--- config.mk ---
export PLATFORM = sky130hd
export DESIGN_NAME = ifetch_queue_flat
export DESIGN_NICKNAME = d
export VERILOG_FILES = /design/src/rtl/ifetch_queue_if.sv /design/src/rtl/ifetch_queue.sv /design/src/flat_wrapper.sv
export SDC_FILE = /design/constraint.sdc
export NUM_CORES = 1
export LEC_CHECK = 0
export ABC_AREA = 1
export BUFFER_PORTS_ARGS = -buffer_cell sky130_fd_sc_hd__buf_4
export CAP_MARGIN = 20
export CORE_UTILIZATION = 65
export DETAILED_ROUTE_END_ITERATION = 8
export PLACE_DENSITY = 0.85
export RECOVER_POWER = 50
export SLEW_MARGIN = 20
export SYNTH_ARGS = -nofsm -noshare
export SYNTH_HDL_FRONTEND = slang
export SYNTH_SLANG_ARGS = --single-unit
--- constraint.sdc ---
create_clock -name clk -period 10.3 [get_ports clk]
set_input_delay 2.575 -clock clk [delete_from_list [all_inputs] [get_ports clk]]
set_output_delay 2.575 -clock clk [all_outputs]
set_load 0.1 [all_outputs]
--- src/rtl/ifetch_queue_if.sv ---
// Fetch/decode handshake bundle for the instruction fetch queue.
//   slave  : the queue (consumes fetch returns, produces decode head, stall, count)
//   master : the surrounding pipeline (cache return side + decode side)
// Signals:
//   fetch_valid/fetch_pc/fetch_inst : word returned by the I-cache this cycle
//   fetch_inflight                  : cache holds an accepted, not-yet-returned request
//   fetch_stall                     : hold the fetch stage
//   flush                           : drop everything queued and in flight
//   dec_valid/dec_pc/dec_inst       : head entry offered to decode
//   dec_ready                       : decode takes the head entry this cycle
//   count                           : occupied entries
interface ifetch_queue_if #(
    parameter int DEPTH      = 8,
    parameter int DATA_WIDTH = 32
);
    logic                    fetch_valid;
    logic [DATA_WIDTH-1:0]   fetch_pc;
    logic [DATA_WIDTH-1:0]   fetch_inst;
    logic                    fetch_inflight;
    logic                    fetch_stall;
    logic                    flush;
    logic                    dec_valid;
    logic [DATA_WIDTH-1:0]   dec_pc;
    logic [DATA_WIDTH-1:0]   dec_inst;
    logic                    dec_ready;
    logic [$clog2(DEPTH):0]  count;

    modport slave (
        input  fetch_valid, fetch_pc, fetch_inst, fetch_inflight, flush, dec_ready,
        output fetch_stall, dec_valid, dec_pc, dec_inst, count
    );

    modport master (
        output fetch_valid, fetch_pc, fetch_inst, fetch_inflight, flush, dec_ready,
        input  fetch_stall, dec_valid, dec_pc, dec_inst, count
    );
endinterface

--- src/rtl/ifetch_queue.sv ---
// Instruction fetch queue: circular FIFO of {pc, inst} between the I-cache
// return path and decode. A flush empties the queue; if a cache request is
// still in flight at the flush, the FSM enters DROP so the stale word that
// returns later is discarded instead of queued.
// Ports:
//   clk  : rising-edge clock
//   rst  : asynchronous active-high reset
//   q    : ifetch_queue_if.slave (fetch return, decode head, stall, flush, count)
module ifetch_queue #(
    parameter int DEPTH      = 8,
    parameter int DATA_WIDTH = 32
) (
    input  logic          clk,
    input  logic          rst,
    ifetch_queue_if.slave q
);
    localparam int AW = $clog2(DEPTH);
    localparam int CW = AW + 1;

    typedef struct packed {
        logic [DATA_WIDTH-1:0] pc;
        logic [DATA_WIDTH-1:0] inst;
    } entry_t;

    typedef enum logic {PASS, DROP} state_t;

    entry_t          mem [DEPTH];
    logic [AW-1:0]   rd_ptr, wr_ptr;
    logic [CW-1:0]   cnt;
    state_t          state, state_nxt;

    logic full, empty, push, pop;

    assign full  = (cnt == CW'(DEPTH));
    assign empty = (cnt == '0);

    // Full is taken from the registered count, so a simultaneous pop never
    // makes room for a push in the same cycle.
    assign push = q.fetch_valid & ~full & (state == PASS) & ~q.flush;
    assign pop  = ~empty & q.dec_ready & ~q.flush;

    // Pointers wrap naturally: DEPTH is a power of two.
    always_ff @(posedge clk or posedge rst) begin
        if (rst) begin
            rd_ptr <= '0;
            wr_ptr <= '0;
            cnt    <= '0;
        end else if (q.flush) begin
            rd_ptr <= '0;
            wr_ptr <= '0;
            cnt    <= '0;
        end else begin
            if (push) wr_ptr <= wr_ptr + AW'(1);
            if (pop)  rd_ptr <= rd_ptr + AW'(1);
            if (push && !pop)      cnt <= cnt + CW'(1);
            else if (pop && !push) cnt <= cnt - CW'(1);
        end
    end

    // Storage is never observable while empty, so it carries no reset.
    always_ff @(posedge clk) begin
        if (push) mem[wr_ptr] <= '{pc: q.fetch_pc, inst: q.fetch_inst};
    end

    always_ff @(posedge clk or posedge rst) begin
        if (rst) state <= PASS;
        else     state <= state_nxt;
    end

    always_comb begin
        state_nxt = state;
        case (state)
            PASS: if (q.flush && q.fetch_inflight) state_nxt = DROP;
            // A flush while dropping means another stale word may still be
            // coming, so keep waiting; otherwise the first return is the stale one.
            DROP: if (q.flush)            state_nxt = DROP;
                  else if (q.fetch_valid) state_nxt = PASS;
            default: state_nxt = PASS;
        endcase
    end

    // While dropping, the stale word must be allowed to return, so never stall.
    assign q.fetch_stall = (state == PASS) & full;
    assign q.dec_valid   = ~empty;
    assign q.dec_pc      = empty ? '0 : mem[rd_ptr].pc;
    assign q.dec_inst    = empty ? '0 : mem[rd_ptr].inst;
    assign q.count       = cnt;
endmodule

--- src/flat_wrapper.sv ---
// flat-port wrapper written by rule: the top's interface ports become plain ports
module ifetch_queue_flat 
#(
    parameter int DEPTH      = 8,
    parameter int DATA_WIDTH = 32
)
  (clk, rst, q_fetch_valid, q_fetch_pc, q_fetch_inst, q_fetch_inflight, q_flush, q_dec_ready, q_fetch_stall, q_dec_valid, q_dec_pc, q_dec_inst, q_count);
  ifetch_queue_if #(.DEPTH(DEPTH), .DATA_WIDTH(DATA_WIDTH)) q_i ();
  input  logic clk;
  input  logic rst;
  input wire logic [$bits(q_i.fetch_valid)-1:0] q_fetch_valid;
  input wire logic [$bits(q_i.fetch_pc)-1:0] q_fetch_pc;
  input wire logic [$bits(q_i.fetch_inst)-1:0] q_fetch_inst;
  input wire logic [$bits(q_i.fetch_inflight)-1:0] q_fetch_inflight;
  input wire logic [$bits(q_i.flush)-1:0] q_flush;
  input wire logic [$bits(q_i.dec_ready)-1:0] q_dec_ready;
  output wire logic [$bits(q_i.fetch_stall)-1:0] q_fetch_stall;
  output wire logic [$bits(q_i.dec_valid)-1:0] q_dec_valid;
  output wire logic [$bits(q_i.dec_pc)-1:0] q_dec_pc;
  output wire logic [$bits(q_i.dec_inst)-1:0] q_dec_inst;
  output wire logic [$bits(q_i.count)-1:0] q_count;
  assign q_i.fetch_valid = q_fetch_valid;
  assign q_i.fetch_pc = q_fetch_pc;
  assign q_i.fetch_inst = q_fetch_inst;
  assign q_i.fetch_inflight = q_fetch_inflight;
  assign q_i.flush = q_flush;
  assign q_i.dec_ready = q_dec_ready;
  assign q_fetch_stall = q_i.fetch_stall;
  assign q_dec_valid = q_i.dec_valid;
  assign q_dec_pc = q_i.dec_pc;
  assign q_dec_inst = q_i.dec_inst;
  assign q_count = q_i.count;
  ifetch_queue #(.DEPTH(DEPTH), .DATA_WIDTH(DATA_WIDTH)) u_core (.clk(clk), .rst(rst), .q(q_i));
endmodule
## Word-level counts from Yosys, hierarchy flattened

Memories as Yosys holds them, arrays and structs flattened.
Index checks and enable logic that the tools add are counted.
Widths: inputs -> output; s select.

| word-level totals | value |
|---|---|
| memory bits (writable) | 512 |
| latch bits | 0 |
| word-level logic and storage cells | 44 |
| register bits | 11 |
| output and inout bits | 70 |
| ROM bits | 0 |
| bits of input ports | 70 |
| memories | 1 |

Memories:

| memory | depth | width | read ports | clocked after memory_dff | write ports | RTL line | text |
|---|---|---|---|---|---|---|---|
| u_core.mem | 8 | 64 | 1 | 0 | 1 | ifetch_queue.sv:27 | `entry_t mem [DEPTH];` |

| cells by class | value |
|---|---|
| mux-type cells | 15 |
| reductions and logical operators | 9 |
| divide/modulo/power cells | 0 |
| shifts and indexed selects | 0 |
| equality and inequality tests | 1 |
| add/subtract/negate cells | 4 |
| multipliers | 0 |
| bitwise operators | 10 |
| $lt $le $gt $ge | 0 |

Operators with widths:

| kind | number |
|---|---|
| $mux 32 | 2 |
| $mux 3 | 4 |
| $mux 4 | 3 |
| $add 3x1->3 const B | 2 |
| $and 1x1->1 | 6 |
| $mux 1 | 5 |
| $add 4x1->4 const B | 1 |
| $eq 4x4->1 const B | 1 |
| $logic_not 4->1 | 1 |
| $not 1->1 | 4 |
| $reduce_bool 2->1 | 2 |
| $sub 4x1->4 const B | 1 |
| $logic_and 1x1->1 | 3 |
| $reduce_bool 3->1 | 1 |
| $logic_not 1->1 | 2 |
| $pmux 1 s2 | 1 |

## Depth between registers and ports, before layout

Gate-level depths: netlist (run 1).

| depth | value |
|---|---|
| word-level depth | 10 |
| depth in mapped cells | 14 |
| mapped depth without buffers | 14 |

## Worst setup path before layout (run 1)

No wires, ideal clock.

| timing path | value |
|---|---|
| path kind | reg-to-output |
| start point | reg u_core.cnt[0] (netlist: u_core.q.count[0]) |
| end point | out q_dec_pc[22] |
| path buffers | 2 |
| required time | 7.725 ns |
| arrival time | 3.935 ns |
| path slack | 3.790 ns |
| cell stages (with the launch flop) | 7 |
| cell sequence | dfrtp_1 nor2_1 nand2_1 buf_2 clkbuf_1 o21ai_0 nor2_1 |

| on the way | value |
|---|---|
| cells in the longest elaborated chain, start to end | 2 |

Ends and longest elaborated chain:

| item | RTL line | text |
|---|---|---|
| start, declared | ifetch_queue.sv:29 | `logic [CW-1:0] cnt;` |
| start signal, assigned | ifetch_queue.sv:55 | `if (push && !pop) cnt <= cnt + CW'(1);` |
| start signal, assigned | ifetch_queue.sv:56 | `else if (pop && !push) cnt <= cnt - CW'(1);` |
| $logic_not 4->1 | ifetch_queue.sv:35 | `assign empty = (cnt == '0);` |
| $mux 32 | ifetch_queue.sv:85 | `assign q.dec_pc = empty ? '0 : mem[rd_ptr].pc;` |
| end, declared | flat_wrapper.sv:19 | `output wire logic [$bits(q_i.dec_pc)-1:0] q_dec_pc;` |

No other way between the ends.

## Final worst setup path (run 1)

| timing path | value |
|---|---|
| start point | reg u_core.rd_ptr[0] |
| end point | out q_dec_inst[20] |

| on the way | value |
|---|---|
| cells in the longest elaborated chain, start to end | 2 |

Ends and longest elaborated chain:

| item | RTL line | text |
|---|---|---|
| start, declared | ifetch_queue.sv:28 | `logic [AW-1:0] rd_ptr, wr_ptr;` |
| start signal, assigned | ifetch_queue.sv:54 | `if (pop) rd_ptr <= rd_ptr + AW'(1);` |
| $mem_v2 8x64 | -- |  |
| $mux 32 | ifetch_queue.sv:86 | `assign q.dec_inst = empty ? '0 : mem[rd_ptr].inst;` |
| end, declared | flat_wrapper.sv:20 | `output wire logic [$bits(q_i.dec_inst)-1:0] q_dec_inst;` |

No other way between the ends.

==> impl_metrics.json, run 1 <==
{
  "hold_start": "u_core.state",
  "startpoint_type": "flop",
  "drt_iter0_markers": 1618,
  "synth-edff-count": 512,
  "netlist_top_cells_area": "edfxtp_1 74%, nor2_1 9.5%, o21ai_0 7.7%",
  "cp-end-kind": "output port",
  "reg2regPathDepth": 7,
  "cellLeakagePower_nw": 7.80,
  "synth_commonest_cells": "525 x nor2_1, 512 x edfxtp_1, 320 x o21ai_0, 136 x o21ai_1, 53 x clkbuf_1",
  "vias_per_cell": 6.04,
  "finalSetupTns_ns": 0,
  "htreeDepth": 2,
  "drv_slew": 17,
  "ys_seq_area_share_pct": 75.3,
  "switching_share_pct": 43.0,
  "synth_ff_type": "edfxtp_1",
  "synth_area_sq_mm": 0.0208,
  "dpl.hpwl_um": 22100,
  "fin_worst_skew_ns": 0.0194,
  "rsz0062_at_grt": "false",
  "tightest_slew_ns": 1.53,
  "slew_headroom_pct": -2.63,
  "cp.arrival_ns": 4.37,
  "syn-instance-count": 1677,
  "p_clk_share_pct": 24.6,
  "portBuffers": 139,
  "ys_seq_elements": 523,
  "gp_congestion": 0.782,
  "areaGrowthSynthToFinish_pct": 11.5,
  "cts_hold_buf": 0,
  "rows": 65,
  "maxCapViolCount": 2,
  "startpoint": "u_core.rd_ptr[0]",
  "die_area_sq_mm": 0.0327,
  "period_needed_ns": 6.95,
  "clk_latency_ns": 0.56,
  "ys_types": 22,
  "crit_fanout": 155,
  "r2r_setup_slack_ns": 6.72,
  "async_reset_ff_share_pct": 2.10,
  "r2r_end": "u_core.mem[2][25]",
  "cts_tree": "done",
  "post-route-period-util_pct": 67.4,
  "power_density_mw_per_mm2": 288,
  "status": "finished, violations left",
  "yosys.area.top_type": "edfxtp_1",
  "ir_drop_mv": 0.273,
  "internal-power_mw": 3.81,
  "clkTransAtPathRegs_ns": 0.06,
  "drc": 0,
  "timing.rr.start": "u_core.q.count[0]",
  "failed_checks": "capacitance limit, slew limit",
  "drive_gt1_share_pct": 9.17,
  "ys_warn_count": 0,
  "syn-num-nets": 1752,
  "yosys.area.top_type_share_pct": 74.0,
  "ios": 140,
  "worstSetupEndpoint": "q_dec_inst[20]",
  "cts_max_path_buffers": 3,
  "drt-total-wl_um": 43900,
  "antenna_left": 0,
  "grt_start_max_net_pins": 156,
  "crit_type": "flop to output port",
  "grt_antenna_before_repair": 3,
  "post_cts_resized": 0,
  "postCtsSetupBuffers": 0,
  "instances_no_fill": 2216,
  "switchingPower_mw": 2.87,
  "clock.fmax_mhz": 144,
  "root_buffer": "clkbuf_16",
  "core_sq_mm": 0.0315,
  "hold_violations": 0,
  "finalSetupViolations": 0,
  "die_x_um": 181,
  "p_total_mw": 6.68,
  "fin_nets": 1851,
  "grt_overflow": 0,
  "wire_per_inst_um": 19.8,
  "holdCritPathClass": "flop to flop",
  "start_util_pct": 66.1,
  "p_seq_share_pct": 36.3,
  "dp.cells": 2127,
  "pwr-share-comb_pct": 39.1,
  "cp.required_ns": 7.73,
  "syn_area_per_cell_sq_um": 12.4,
  "grt_first_pass_wirelength_um": 68000,
  "numCtsBuffers": 49,
  "via_count": 13400,
  "cts.sinks": 523,
  "die_h_um": 181,
  "grt_pass1_vias": 13000,
  "dr.pass1.iters": 5,
  "grt_util_all_layers_pct": 27.1,
  "synth_most_common_cell": "nor2_1"
}
[worst min path at each step]
stage               depth (start not counted)  slack [ns]           end
floorplan                                   2        0.50  u_core.state
global placement                            2        0.52  u_core.state
detailed placement                          2        0.54  u_core.state
CTS                                         2        0.56  u_core.state
global route                                2        0.58  u_core.state
finish                                      2        0.56  u_core.state
[cells in the final DEF (no fill, tap or decap), types with 5 or more instances in the layout]
| cell type | synthesis | final |
|---|---|---|
| clkinv_2 | 0 | 10 |
| dfrtp_1 | 11 | 8 |
| o21ai_0 | 320 | 320 |
| a21oi_1 | 6 | 6 |
| nand2_1 | 31 | 30 |
| o21ai_1 | 136 | 136 |
| clkbuf_1 | 53 | 76 |
| inv_1 | 15 | 14 |
| edfxtp_1 | 512 | 512 |
| clkinv_1 | 0 | 10 |
| nor2_4 | 0 | 6 |
| nand3_1 | 5 | 5 |
| buf_4 | 14 | 85 |
| nor2_1 | 525 | 519 |
| clkbuf_16 | 0 | 51 |
[worst max-delay path: stages (launching register included)]
cell	delay, ns
dfrtp_4	0.72
inv_6	0.87
buf_4	0.93
o21ai_0	0.27
o21ai_0	0.13
o21ai_0	0.11
nor2_1	0.26
buf_4	0.34
[power by group through the flow]
stage	Sequential, mW	Combinational (mW)	Clock [mW]
after global routing	2.43	2.77	1.75
after global placement	2.47	2.56	0
after detailed placement	2.47	2.61	0
after CTS	2.42	2.62	1.66
after floorplan	2.47	2.08	0
final	2.43	2.61	1.64
[flip-flops by register name, indices dropped and copies added, names as in the netlist]
name            flops
u_core.mem        512
u_core.wr_ptr       3
u_core.rd_ptr       3
u_core.q.count      4
u_core.state        1
[cell type report]
type	count	area, sq um
Sequential cell	523	15700
Fill cell	1907	8300
Multi-Input combinational cell	1032	4580
Clock buffer	62	1320
Timing Repair Buffer	154	912
Tap cell	402	503
Clock inverter	23	134
Inverter	16	65.1
Antenna cell	4	10.0
[kinds of logic after synthesis]
kind of cell             Yosys count  synth area share [%]
AND/OR/NAND/NOR                  562                  10.2
flip-flops                       523                  75.3
AO/OA/AOI/OAI                    464                  11.2
buffers and inverters            122                  2.96
adder cells (fa/ha/maj)            5                 0.337
XOR/XNOR                           1                0.0421
[through the flow]
step / hold WS, ns / util [%] / setup WS (ns) / instance area, sq um
3_3_place_gp: 0.520 / 69.8 / 4.21 / 22000
2_1_floorplan: 0.499 / - / 3.79 / 20800
3_5_place_dp: 0.542 / 69.8 / 4.04 / 22000
6_report: 0.563 / 73.6 / 3.35 / 23200
5_1_grt: 0.577 / 73.6 / 3.11 / 23200
4_1_cts: 0.559 / 74.4 / 3.44 / 23400
[routing by layer]
layer	vias to the layer above	GRT usage, %	routed length, um
met5	-	0	0
li1	6163	-	-
met3	120	5.12	3650
met2	626	43.8	21400
met1	6483	36.1	17500
met4	0	12.2	1400
Note: power is estimated with default switching activity, not from simulation.
==> run 2, diff against run 1 <==
--- a/config.mk
+++ b/config.mk
@@ -5,12 +5,12 @@
 export SDC_FILE = /design/constraint.sdc
 export NUM_CORES = 1
 export LEC_CHECK = 0
-export ABC_AREA = 1
+export ABC_AREA = 0
 export BUFFER_PORTS_ARGS = -buffer_cell sky130_fd_sc_hd__buf_4
 export CAP_MARGIN = 20
-export CORE_UTILIZATION = 65
+export CORE_UTILIZATION = 60
 export DETAILED_ROUTE_END_ITERATION = 8
-export PLACE_DENSITY = 0.85
+export PLACE_DENSITY = 0.79
 export RECOVER_POWER = 50
 export SLEW_MARGIN = 20
 export SYNTH_ARGS = -nofsm -noshare
==> constraint.sdc (replaced) <==
create_clock -name clk -period 6.8 [get_ports clk]
set_input_delay 1.7 -clock clk [delete_from_list [all_inputs] [get_ports clk]]
set_output_delay 1.7 -clock clk [all_outputs]
set_load 0.1 [all_outputs]
==> run 2 against run 1 <==
The run still ends with capacitance limit, slew limit left; global-route usage shrank 4.0 points; clock power grew 65%; clock skew shrank 0.0011 ns; area after synthesis shrank 3.1%; power grew 53%; sequential share of layout area grew 0.065 points; via count shrank 30%; register-to-register slack lost 3.7 ns; combinational power grew 44%; final cell count shrank 30%.
==> impl_metrics.json, run 2 <==
{
  "grt_antenna_before_repair": 2,
  "dp_slack_ns": 2.41,
  "maxCapViolCount": 1,
  "ios": 140,
  "syn-instance-count": 904,
  "cts_tree": "done",
  "vias_per_cell": 6.05,
  "multi_input_area_sq_mm": 0.00431,
  "die_h_um": 185,
  "clk_latency_ns": 0.56,
  "post-route-period-util_pct": 72.8,
  "fin_ws_ns": 1.85,
  "cts_hold_buf": 0,
  "fin_worst_skew_ns": 0.0183,
  "crit_type": "flop to output port",
  "p_total_mw": 10.2,
  "crit_fanout": 38,
  "failed_checks": "capacitance limit, slew limit",
  "core_sq_mm": 0.0328,
  "areaGrowthSynthToFinish_pct": 15.0,
  "ys_warn_count": 0,
  "regMostFlops": "u_core.mem",
  "instances_no_fill": 1550,
  "holdCritPathClass": "flop to flop",
  "grt_start_max_net_pins": 72,
  "die_x_um": 185,
  "power_density_mw_per_mm2": 441,
  "ys_seq_area_share_pct": 77.7,
  "start_util_pct": 61.4,
  "grt_first_pass_wirelength_um": 57200,
  "status": "finished, violations left",
  "mostFrequentLayoutCells": "512 x edfxtp_1, 128 x mux4_2, 87 x buf_4",
  "drc": 0,
  "grt_overflow": 0,
  "cp_cell_sequence": "buf_4, mux4_2, mux2i_1, nor2_1, buf_4",
  "finalSetupViolations": 0,
  "wire_per_inst_um": 24.6,
  "root_buffer": "clkbuf_16",
  "synth_most_common_cell": "edfxtp_1",
  "numCtsBuffers": 50,
  "cellLeakagePower_nw": 7.20,
  "syn-num-nets": 979,
  "cp.required_ns": 5.10,
  "cp_slowest_cell": "dfrtp_4",
  "postCtsSetupBuffers": 0,
  "synth_ff_type": "edfxtp_1",
  "cp.arrival_ns": 3.25,
  "fillers": 1978,
  "die_area_sq_mm": 0.0343,
  "startpoint_type": "flop",
  "ys_seq_elements": 523,
  "cp-end-kind": "output port",
  "hold_violations": 0,
  "dp.cells": 1459,
  "max_stage_delay_ns": 0.96,
  "netlist_top_cells_area": "edfxtp_1 76%, mux4_2 14%, mux2i_1 3.2%",
  "grt_pass1_vias": 9683,
  "ir_drop_mv": 0.447,
  "dr.pass1.iters": 5,
  "synth_commonest_cells": "512 x edfxtp_1, 128 x mux4_2, 73 x nor2_1, 65 x mux2i_1, 22 x buf_2",
  "yosys.area.top_type_share_pct": 76.3,
  "post_cts_resized": 0,
  "slew_headroom_pct": -5.22,
  "drv_slew": 16,
  "rows": 66,
  "fin_nets": 1144,
  "grt_util_all_layers_pct": 23.1,
  "via_count": 9375,
  "antenna_left": 0,
  "portBuffers": 139,
  "drive_gt1_share_pct": 27.5,
  "cts.sinks": 523,
  "tightest_slew_ns": 1.57,
  "drt-total-wl_um": 38100,
  "synth_area_sq_mm": 0.0201,
  "syn_area_per_cell_sq_um": 22.3,
  "period_needed_ns": 4.95,
  "synth-edff-count": 512,
  "rsz0062_at_grt": "false",
  "cts_max_path_buffers": 3,
  "largest_reg_flops": 512,
  "crit_family": "flip-flops",
  "worst_path_most_repeated_cell": "buf_4",
  "ys_types": 38,
  "crit_buf_inv": 2,
  "drt_iter0_markers": 635,
  "async_reset_ff_share_pct": 2.10,
  "htreeDepth": 2,
  "clock.fmax_mhz": 202,
  "seq_area_sq_mm": 0.0157,
  "dpl.hpwl_um": 20000,
  "yosys.area.top_type": "edfxtp_1",
  "clkTransAtPathRegs_ns": 0.06,
  "gp_congestion": 0.771,
  "mostFrequentLayoutCell": "edfxtp_1"
}
## run 2: cell count changes after synthesis, moves of 6 or more
cell      change
nor2_1      -452
o21ai_1     -135
nor3_1        +6
mux2i_1      +65
inv_1         -7
o21ai_0     -317
mux4_2      +128
clkbuf_1     -38
buf_4        -13
nand2_1      -23
buf_6         -6
## run 2: per-layer routing
metal	vias up	track usage [%]	wire (um)
met5	-	0	13
met4	2	5.98	625
met3	51	4.70	2630
met2	348	40.3	20000
met1	4896	29.8	14800
li1	4078	-	-
## run 2: final timing paths
kind | start | endpoint | slack [ns] | cells after the start
max in group asynchronous | rst | u_core.rd_ptr[1] | 5.32 | 2
min reg2reg | u_core.state | u_core.state | 0.58 | 2
min | u_core.state | u_core.state | 0.58 | 2
min in group asynchronous | rst | u_core.wr_ptr[1] | 1.14 | 2
max | u_core.rd_ptr[0] | q_dec_pc[18] | 1.85 | 5
max reg2reg | u_core.q.count[0] | u_core.mem[6][41] | 3.04 | 5
## run 2: power breakdown
group	internal [mW]	leakage [nW]	switching [mW]
clock	1.59	0.795	1.12
combinational	1.02	1.65	2.74
sequential	3.59	4.75	0.144
## run 2: stage by stage
stage	hold slack [ns]	setup TNS, ns	cell area, sq um	utilization, %
after floorplan	0.534	-61.55	20200	-
after global placement	0.561	0	21800	66.5
after detailed placement	0.577	0	21800	66.5
after CTS	0.576	0	23400	71.5
after global routing	0.599	0	23200	70.6
final	0.577	0	23200	70.6
## run 2: area by class of cell
| cell class | instances | area share [%] |
|---|---|---|
| tap | 442 | 2.39 |
| clock buffer | 55 | 5.57 |
| timing repair buffer | 159 | 4.21 |
| sequential | 523 | 67.6 |
| clock inverter | 35 | 1.46 |
| antenna | 1 | 0.0108 |
| multi-input combinational | 327 | 18.6 |
| inverter | 8 | 0.130 |
## run 2: worst min-delay path: stages, from the launching register on
cell and delay (ns):
dfrtp_1 0.41, inv_1 0.06, o21ai_0 0.06
## run 2: logic make-up (layout without fill, tap and decap cells)
family	after synthesis	after routing	share of synthesized area [%]
mux	193	193	17.5
other cells	0	1	0
simple gates	106	106	2.36
compound gates	18	18	0.646
xor+xnor	5	5	0.217
buf+inv	54	257	1.20
fa+ha+maj	5	5	0.348
flops	523	523	77.7
==> run 3, diff against run 2 <==
==> constraint.sdc (replaced) <==
create_clock -name clk -period 4.86 [get_ports clk]
set_input_delay 1.215 -clock clk [delete_from_list [all_inputs] [get_ports clk]]
set_output_delay 1.215 -clock clk [all_outputs]
set_load 0.1 [all_outputs]
==> run 3 against run 2 <==
The run still ends with capacitance limit, slew limit left; core utilization hardly changed; wire length rose by 3.1%; combinational power increased by 42%; first-iteration DRC count up 36%; sequential power rose by 39%; clock power grew 31%; register-to-register slack worse by 1.8 ns; worst setup slack got worse by 1.1 ns; largest power group unchanged; highest routed layer unchanged.
==> impl_metrics.json, run 3 (synthesized netlist as in run 2, its figures left out) <==
{
  "mostFrequentLayoutCell": "edfxtp_1",
  "largest_reg_flops": 512,
  "grt_first_pass_wirelength_um": 59300,
  "worst_path_most_repeated_cell": "buf_4",
  "die_area_sq_mm": 0.0343,
  "cellLeakagePower_nw": 7.20,
  "grt_busiest_layer": "met2",
  "drt_iter0_markers": 862,
  "hold_ws_ns": 0.579,
  "fin_nets": 1150,
  "core_sq_mm": 0.0328,
  "drv_slew": 65,
  "cts_hold_buf": 0,
  "r2r_end": "u_core.mem[6][17]",
  "drive_gt1_share_pct": 28.0,
  "grt_pass1_vias": 9944,
  "fin_ws_ns": 0.770,
  "slew_headroom_pct": -47.5,
  "start_util_pct": 61.4,
  "via_count": 9444,
  "htreeDepth": 2,
  "rows": 66,
  "drc": 0,
  "groute.layer.met1.usage_pct": 30.8,
  "die_h_um": 185,
  "wire_per_inst_um": 25.2,
  "tightest_slew_ns": 2.21,
  "failed_checks": "capacitance limit, slew limit",
  "cp.required_ns": 3.64,
  "regMostFlops": "u_core.mem",
  "hold_violations": 0,
  "startpoint_type": "flop",
  "grt_util_met2_pct": 41.5,
  "antenna_left": 0,
  "mostFrequentLayoutCells": "512 x edfxtp_1, 128 x mux4_2, 90 x buf_4",
  "clk_latency_ns": 0.56,
  "cp-end-kind": "output port",
  "cts_tree": "done",
  "cts.sinks": 523,
  "numCtsBuffers": 51,
  "ir_drop_mv": 0.527,
  "clock.fmax_mhz": 245,
  "grt_overflow": 0,
  "status": "finished, violations left",
  "grt_use_met3_pct": 4.66,
  "dp_slack_ns": 1.29,
  "grt_antenna_before_repair": 6,
  "reg2regPathDepth": 5,
  "min_to": "u_core.state",
  "portBuffers": 139,
  "post_cts_resized": 0,
  "finalSetupTns_ns": 0,
  "crit_type": "flop to output port",
  "post-route-period-util_pct": 84.1,
  "period_needed_ns": 4.09,
  "p_total_mw": 14.1,
  "whs_path_depth": 2,
  "cts_max_path_buffers": 3,
  "holdCritPathClass": "flop to flop",
  "root_buffer": "clkbuf_16",
  "crit_fanout": 26,
  "maxCapViolCount": 1,
  "areaGrowthSynthToFinish_pct": 14.9,
  "drt-total-wl_um": 39300,
  "hold_start": "u_core.state",
  "timing.rr.start": "u_core.q.count[0]",
  "finalSetupViolations": 0,
  "grt_util_all_layers_pct": 23.9,
  "cp_slowest_cell": "dfrtp_4",
  "dpl.hpwl_um": 20300,
  "cp.arrival_ns": 2.87,
  "power_density_mw_per_mm2": 609,
  "max_stage_delay_ns": 0.77,
  "postCtsSetupBuffers": 0,
  "dr.pass1.iters": 5,
  "gp_congestion": 0.809,
  "grt_start_max_net_pins": 65,
  "ios": 140,
  "cp_cell_sequence": "buf_4, mux4_2, mux2i_1, nor2_1, buf_4",
  "rsz0062_at_grt": "false",
  "clkTransAtPathRegs_ns": 0.06,
  "final_util_pct": 70.6,
  "r2r_setup_slack_ns": 1.28,
  "fin_worst_skew_ns": 0.0277,
  "vias_per_cell": 6.07,
  "die_x_um": 185
}
-- run 3: cell count changes in the layout (fill, tap and decap cells not counted), sizes merged, moves of 2 or more --
cell	previous run	this run
buf	90	96
clkinv	24	21
clkinvlp	3	1
clkbuf	124	133
bufinv	6	1
diode	1	3
-- run 3: worst max-delay path by stage --
stage / from / end / slack (ns) / cells after the start
after floorplan: q_fetch_valid / u_core.mem[2][0] / -1.94 / 3
after global placement: u_core.rd_ptr[0] / q_dec_inst[22] / 1.28 / 5
after detailed placement: u_core.rd_ptr[0] / q_dec_inst[26] / 1.29 / 5
after CTS: u_core.rd_ptr[0] / q_dec_inst[14] / 0.68 / 5
after global routing: u_core.rd_ptr[0] / q_dec_inst[14] / 0.60 / 5
final: u_core.rd_ptr[0] / q_dec_inst[2] / 0.77 / 5
-- run 3: worst max-delay path: cells and delay by family, from the launching register on --
| kind | cells | cell delay (ns) |
|---|---|---|
| buffers and inverters | 2 | 0.67 |
| and+or+nand+nor | 1 | 0.12 |
| DFF | 1 | 0.77 |
| muxes | 2 | 0.73 |
-- run 3: metrics by stage --
stage	cell area, sq um	cells
2_1_floorplan	20200	904
3_3_place_gp	21900	1464
3_5_place_dp	21900	1464
4_1_cts	23400	1553
5_1_grt	23100	1555
6_report	23100	1556
-- run 3: final cells by class --
type,instances,area [sq um]
inverter,8,30.0
clock inverter,24,155
clock buffer,65,1350
tap,442,553
antenna,3,7.51
timing repair buffer,164,1060
sequential,523,15700
multi-input combinational,327,4330
fill,1961,9640
-- run 3: routing by layer --
layer / wire (um) / vias to the layer above
li1: - / 4092
met1: 15600 / 4941
met2: 20600 / 351
met3: 2510 / 54
met4: 600 / 6
met5: 45 / -
-- run 3: where the power goes --
| part | internal [mW] | total (mW) | switching [mW] |
|---|---|---|---|
| clock | 2.01 | 3.56 | 1.55 |
| combinational | 1.45 | 5.35 | 3.90 |
| sequential | 5.03 | 5.18 | 0.150 |
| total | 8.49 | 14.1 | 5.60 |
